<file path="src/rtl/mem_lsu.sv">
// mem_lsu: memory stage. Queues load/store requests from execute in order,
// runs one data-bus access at a time per queue entry, aligns and extends
// load data onto the LOAD register write port, and pulses MEM_flush on a
// misaligned access, illegal funct3 or bus error.
// Ports:
//   clk, rstn (asynchronous reset, active-high)
//   LOAD_vld/STORE_vld/funct3/MEM_address/STORE_fifo_data/LOAD_fifo_rd:
//     request from execute; lsu_ready = queue not full
//   dbus_*: single-outstanding request/grant/response data bus
//   LOAD_reg_wr/rd/data: registered load writeback
//   MEM_flush/MEM_fault_addr: one-cycle fault pulse and faulting address
module mem_lsu #(
    parameter int DEPTH = 4,
    parameter int PTR_W = 2
) (
    input  logic        clk,
    input  logic        rstn,
    input  logic        LOAD_vld,
    input  logic        STORE_vld,
    input  logic [2:0]  funct3,
    input  logic [31:0] MEM_address,
    input  logic [31:0] STORE_fifo_data,
    input  logic [4:0]  LOAD_fifo_rd,
    output logic        lsu_ready,
    output logic        dbus_req,
    output logic        dbus_we,
    output logic [31:0] dbus_addr,
    output logic [31:0] dbus_wdata,
    output logic [3:0]  dbus_wstrb,
    input  logic        dbus_gnt,
    input  logic        dbus_rvalid,
    input  logic [31:0] dbus_rdata,
    input  logic        dbus_err,
    output logic        LOAD_reg_wr,
    output logic [4:0]  LOAD_reg_rd,
    output logic [31:0] LOAD_reg_data,
    output logic        MEM_flush,
    output logic [31:0] MEM_fault_addr
);

    typedef enum logic [1:0] {
        IDLE  = 2'd0,
        REQ   = 2'd1,
        WAIT  = 2'd2,
        FAULT = 2'd3
    } state_e;

    typedef struct packed {
        logic        st;
        logic [2:0]  f3;
        logic [31:0] addr;
        logic [31:0] data;
        logic [4:0]  rd;
    } entry_t;

    state_e           state_q, state_d;
    entry_t           ent_q [DEPTH];
    entry_t           ent_d [DEPTH];
    logic [PTR_W-1:0] wr_ptr_q, wr_ptr_d;
    logic [PTR_W-1:0] rd_ptr_q, rd_ptr_d;
    logic [PTR_W:0]   count_q, count_d;
    logic             ld_wr_q, ld_wr_d;
    logic [4:0]       ld_rd_q, ld_rd_d;
    logic [31:0]      ld_data_q, ld_data_d;

    entry_t      new_ent;
    entry_t      head;
    entry_t      cand;
    logic        cand_vld;
    logic        cand_bad;
    logic        push;
    logic        pop;
    logic [31:0] shifted;
    logic [31:0] ld_ext;

    assign lsu_ready      = (count_q != (PTR_W+1)'(DEPTH));
    assign MEM_flush      = (state_q == FAULT);
    assign LOAD_reg_wr    = ld_wr_q;
    assign LOAD_reg_rd    = ld_rd_q;
    assign LOAD_reg_data  = ld_data_q;

    always_comb begin
        new_ent      = '0;
        new_ent.st   = ~LOAD_vld;
        new_ent.f3   = funct3;
        new_ent.addr = MEM_address;
        new_ent.data = STORE_fifo_data;
        new_ent.rd   = LOAD_fifo_rd;

        push = (LOAD_vld | STORE_vld) & lsu_ready & ~MEM_flush;
        head = ent_q[rd_ptr_q];

        // With an empty queue the incoming request is examined directly so
        // the bus request can go out the cycle after it is enqueued.
        cand     = (count_q == '0) ? new_ent : head;
        cand_vld = (count_q != '0) | push;

        cand_bad = 1'b0;
        case (cand.f3)
            3'b000, 3'b100: cand_bad = 1'b0;
            3'b001, 3'b101: cand_bad = cand.addr[0];
            3'b010:         cand_bad = (cand.addr[1:0] != 2'b00);
            default:        cand_bad = 1'b1;
        endcase

        state_d = state_q;
        case (state_q)
            IDLE:    if (cand_vld) state_d = cand_bad ? FAULT : REQ;
            REQ:     if (dbus_gnt) state_d = WAIT;
            WAIT:    if (dbus_rvalid) state_d = dbus_err ? FAULT : IDLE;
            FAULT:   state_d = IDLE;
            default: state_d = IDLE;
        endcase

        pop = (state_q == WAIT) & dbus_rvalid & ~dbus_err;

        ent_d    = ent_q;
        wr_ptr_d = wr_ptr_q;
        rd_ptr_d = rd_ptr_q;
        count_d  = count_q;
        if (state_q == FAULT) begin
            wr_ptr_d = '0;
            rd_ptr_d = '0;
            count_d  = '0;
        end else begin
            if (push) begin
                ent_d[wr_ptr_q] = new_ent;
                wr_ptr_d        = wr_ptr_q + 1'b1;
            end
            if (pop) rd_ptr_d = rd_ptr_q + 1'b1;
            count_d = count_q + (PTR_W+1)'(push) - (PTR_W+1)'(pop);
        end

        dbus_req   = 1'b0;
        dbus_we    = 1'b0;
        dbus_addr  = '0;
        dbus_wdata = '0;
        dbus_wstrb = '0;
        if (state_q == REQ) begin
            dbus_req  = 1'b1;
            dbus_we   = head.st;
            dbus_addr = {head.addr[31:2], 2'b00};
            if (head.st) begin
                case (head.f3[1:0])
                    2'b00: begin
                        dbus_wstrb = 4'b0001 << head.addr[1:0];
                        dbus_wdata = {4{head.data[7:0]}};
                    end
                    2'b01: begin
                        dbus_wstrb = 4'b0011 << head.addr[1:0];
                        dbus_wdata = {2{head.data[15:0]}};
                    end
                    default: begin
                        dbus_wstrb = 4'b1111;
                        dbus_wdata = head.data;
                    end
                endcase
            end
        end

        MEM_fault_addr = (state_q == FAULT) ? head.addr : '0;

        shifted = dbus_rdata >> {head.addr[1:0], 3'b000};
        case (head.f3)
            3'b000:  ld_ext = {{24{shifted[7]}}, shifted[7:0]};
            3'b001:  ld_ext = {{16{shifted[15]}}, shifted[15:0]};
            3'b100:  ld_ext = {24'h0, shifted[7:0]};
            3'b101:  ld_ext = {16'h0, shifted[15:0]};
            default: ld_ext = shifted;
        endcase

        ld_wr_d   = pop & ~head.st & (head.rd != 5'd0);
        ld_rd_d   = ld_rd_q;
        ld_data_d = ld_data_q;
        if (pop & ~head.st) begin
            ld_rd_d   = head.rd;
            ld_data_d = ld_ext;
        end
    end

    always_ff @(posedge clk or posedge rstn) begin
        if (rstn) begin
            state_q   <= IDLE;
            wr_ptr_q  <= '0;
            rd_ptr_q  <= '0;
            count_q   <= '0;
            ld_wr_q   <= 1'b0;
            ld_rd_q   <= '0;
            ld_data_q <= '0;
            for (int i = 0; i < DEPTH; i++) ent_q[i] <= '0;
        end else begin
            state_q   <= state_d;
            wr_ptr_q  <= wr_ptr_d;
            rd_ptr_q  <= rd_ptr_d;
            count_q   <= count_d;
            ld_wr_q   <= ld_wr_d;
            ld_rd_q   <= ld_rd_d;
            ld_data_q <= ld_data_d;
            for (int i = 0; i < DEPTH; i++) ent_q[i] <= ent_d[i];
        end
    end

endmodule
</file>
<file path="config.mk">
export PLATFORM = sky130hd
export DESIGN_NAME = mem_lsu
export DESIGN_NICKNAME = d
export VERILOG_FILES = /design/src/rtl/mem_lsu.sv
export SDC_FILE = /design/constraint.sdc
export NUM_CORES = 1
export LEC_CHECK = 0
export ABC_AREA = 1
export CORE_ASPECT_RATIO = 1.25
export CORE_MARGIN = 2
export CORE_UTILIZATION = 53
export DETAILED_ROUTE_END_ITERATION = 16
export PLACE_DENSITY = 0.83
export SYNTH_ARGS = -nofsm -noshare
export SYNTH_HDL_FRONTEND = slang
export SYNTH_SLANG_ARGS = --single-unit
</file>
<file path="constraint.sdc">
create_clock -name clk -period 22.6 [get_ports clk]
set_input_delay 4.52 -clock clk [delete_from_list [all_inputs] [get_ports clk]]
set_output_delay 4.52 -clock clk [all_outputs]
set_load 0.02 [all_outputs]
</file>
==> summary.md <==
| Metric | Value |
|---|---|
| Setup CP Type | register to output pin |
| Pre-antenna DRT Iters | 6 |
| Yosys top cell area share | 0.522 |
| Post-synthesis sequential area ratio | 0.522 |
| Met2 Use GR | 0.470 |
| DRC Markers | 0 |
| CTS Buffer Depth | 3 |
| Hold Vio Cnt, Final | 0 |
| CTS tree | built |
| Total number of vias | 14,800 |
| Setup TNS | 0 ns |
| Total track usage | 0.281 |
| Top Ports | 253 |
| WP data required | 18.08 ns |
| Part of the cycle the worst path needs | 0.411 |
| Hpwl dp | 28.4 mm |
| Synth Cell Area | 16,200 sq um |
| Placed Area | 18,700 sq um |
| Met3 Track Usage GR | 0.0378 |
| Chip width | 161 microns |
| 1st-iter DRT viols | 1,338 |
| Fillers | 2,442 |
| Area growth syn-to-layout | 22.4% |
| # rows | 71 |
| Clk slew on worst S/H paths | 0.06 ns |
| Cts hold-fix bufs | 0 |
| Layout cells sized above 1 | 0.0492 |
| Max-cap violation count | 0 |
| CTS Buf Count | 35 |
| GRT overflow | 0 |
| Switch Pwr | 1400 uW |
| Startpoint types | register |
| Post-synth cell types | 36 |
| Synth area leaders | dfrtp_1 52%, nand2_1 15%, o21ai_0 7.3%, nor2_1 3.7%, o21ai_1 3.5% |
| Height of the die | 200 microns |
| Synth Instances | 2,056 |
| Largest net degree at the start of global routing | 143 |
| Synth area leader | dfrtp_1 |
| Fmax | 0.108 GHz |
| Grt peak-use layer | met2 |
| Fin Clk Skew | 0.0134 ns |
| Routed Antenna Nets | 0 |
| #FFs+latches synth | 339 |
| Worst Tran Pin Value | 0.970 ns |
| Outcome | complete, no violations |
| Post-CTS setup buffer count | 0 |
| Total power | 3190 uW |
| Ys flop type | dfrtp_1 |
| Logic gate share of total power | 0.485 |
| Synth async-reset ratio | 1.00 |
| Post-cts resize count | 0 |
| Design area | 19,900 sq um |
| I/O Buffers | 250 |
| Synthesized area per cell | 7.90 sq um |
| Clk_lat worst skew | 0.51 ns |
| Final WL | 45.0 mm |
| CTS root buf | clkbuf_16 |
| RePlAce Congestion | 0.884 |
| P per Cell Area | 160 nW/um^2 |
| Final setup fails | 0 |
| Sequential share of power | 0.334 |
| LEAKAGE | 0.00939 uW |
| Sequential Area | 8490 sq um |
| Max Slew Vio Count | 0 |
| Die area | 32,100 sq um |
| Initial antenna violation count | 2 |
| Starting density of the core | 0.539 |
| Synthesis Warnings | 0 |
| CP Capture Type | output pin |
| CP Max Fanout | 83 |
| Nets | 2,329 |
| RSZ-0062 raised after global routing | no |
| Met1 Usage GRT | 0.370 |
| Vias in the first global route | 14,400 |
| Int Power | 1790 uW |
| Total core area | 30,100 sq um |
| Clock power share | 0.181 |
| Count of flip-flops with a built-in enable after synthesis | 0 |
| Min-delay worst type | register to register |
| Sw frac | 0.437 |
| CTS Sinks | 339 |
| Final Util | 0.660 |
| Global-route wire length before repair | 73.1 mm |
| Arr. time, crit path | 4.76 ns |
| Worst IR drop on VDD | 75.7 uV |
| Area of the multi-input gates | 6690 sq um |
| Vias/cell | 5.60 |
| DR WL/cell | 17.1 microns |
| Rel. slew slack | 0.353 |
| CTS H-tree depth | 2 |
| Min Tclk post-route | 9.28 ns |
per-stage QoR:
stage          cells  worst slack [ns]  hold slack (ns)
6_report        2636             13.32            0.477
5_1_grt         2635             13.06            0.497
4_1_cts         2635             13.37            0.481
3_5_place_dp    2576             13.96            0.466
3_3_place_gp    2576             14.04            0.462
2_1_floorplan   2057              8.69            0.445
layout make-up:
type | instances | share of cell area
clock buffers | 53 | 0.0516
inverters | 119 | 0.0230
flip-flops and latches | 339 | 0.427
repair buffers | 265 | 0.132
multi-input cells | 1452 | 0.336
clock inverters | 6 | 0.00541
diodes | 1 | 0.000126
well taps | 401 | 0.0252
sequential cells by signal (all words and copies together), names as in the netlist:
signal / count
LOAD_reg_data: 32
LOAD_reg_rd: 5
LOAD_reg_wr: 1
count_q: 3
ent_q: 292
rd_ptr_q: 2
state_q: 2
wr_ptr_q: 2
cell usage in the layout (no fill, tap or decap), types with 2 or more instances in the layout:
cell,netlist,layout
nand2_1,644,640
dfrtp_1,339,338
clkdlybuf4s50_1,0,250
o21ai_0,238,238
nor2_1,158,158
o21ai_1,112,112
inv_1,109,108
nand3_1,100,100
a21oi_1,81,81
clkbuf_16,0,37
a32o_1,33,33
or2_2,19,19
buf_4,5,15
o211ai_1,14,14
clkbuf_1,67,12
inv_2,10,8
nand3_2,7,7
a22oi_1,7,7
o22ai_1,7,7
or2_1,7,7
nand2_4,1,5
ha_1,5,5
clkbuf_8,0,4
clkinv_2,0,3
nor3_1,3,3
bufinv_16,0,3
nand2_2,2,2
nor2_2,2,2
o22a_1,2,2
conb_1,1,2
synth_stat cells, types with 2 or more instances:
cell	number
nand2_1	644
dfrtp_1	339
o21ai_0	238
nor2_1	158
o21ai_1	112
inv_1	109
nand3_1	100
a21oi_1	81
clkbuf_1	67
buf_2	46
a32o_1	33
buf_1	25
or2_2	19
o211ai_1	14
inv_2	10
a22oi_1	7
nand3_2	7
o22ai_1	7
or2_1	7
buf_4	5
ha_1	5
buf_6	4
nor3_1	3
nand2_2	2
nor2_2	2
o22a_1	2
power by group through the flow:
stage	Clock, uW	Combinational [uW]	Sequential [uW]
6_report	578	1550	1070
5_1_grt	609	1720	1100
4_1_cts	584	1540	1060
3_5_place_dp	0	1530	1070
3_3_place_gp	0	1490	1050
2_1_floorplan	0	1040	1060
metal layers:
metal / share of wire / vias to the layer above / wire, microns
li1: - / 6998 / -
met1: 0.41 / 7054 / 18400
met2: 0.48 / 613 / 21700
met3: 0.067 / 106 / 3030
met4: 0.041 / 2 / 1840
met5: 0.00024 / - / 11
cells by family (layout without fill, tap and decap cells):
| kind of cell | Yosys count | count (layout) | synth area share |
|---|---|---|---|
| other | 1 | 3 | 0.000231 |
| and+or+nand+nor | 945 | 945 | 0.235 |
| DFF | 339 | 339 | 0.522 |
| adders and majority gates | 6 | 6 | 0.00509 |
| xor gates and xnor gates | 1 | 1 | 0.000539 |
| AOI/OAI and AO/OA | 498 | 498 | 0.169 |
| buffers and inverters | 266 | 443 | 0.0680 |
path summary, 6_finish.rpt:
check / startpoint / endpoint / slack (ns) / cells after the start
max: rd_ptr_q[0]$_DFFE_PP0P_ / dbus_wstrb[2] / 13.32 / 10
min: ent_q[231]$_DFFE_PP0P_ / ent_q[231]$_DFFE_PP0P_ / 0.48 / 2
min in group asynchronous: rstn / ent_q[117]$_DFFE_PP0P_ / 4.65 / 2
max in group asynchronous: rstn / rd_ptr_q[0]$_DFFE_PP0P_ / 15.59 / 4
min reg2reg: ent_q[231]$_DFFE_PP0P_ / ent_q[231]$_DFFE_PP0P_ / 0.48 / 2
max reg2reg: rd_ptr_q[0]$_DFFE_PP0P_ / LOAD_reg_data[19]$_DFFE_PP0P_ / 18.40 / 12
worst max-delay path, cell delays in order, from the launching register on:
cell and delay [ns]:
dfrtp_4 0.81, inv_4 0.78, buf_4 0.73, nand2_1 0.15, nand3_2 0.29, nand2_1 0.14
buf_4 0.28, nand2_1 0.14, nand2_1 0.07, a21oi_1 0.16, clkdlybuf4s50_1 0.63
Power figures use the tool's default switching activity.
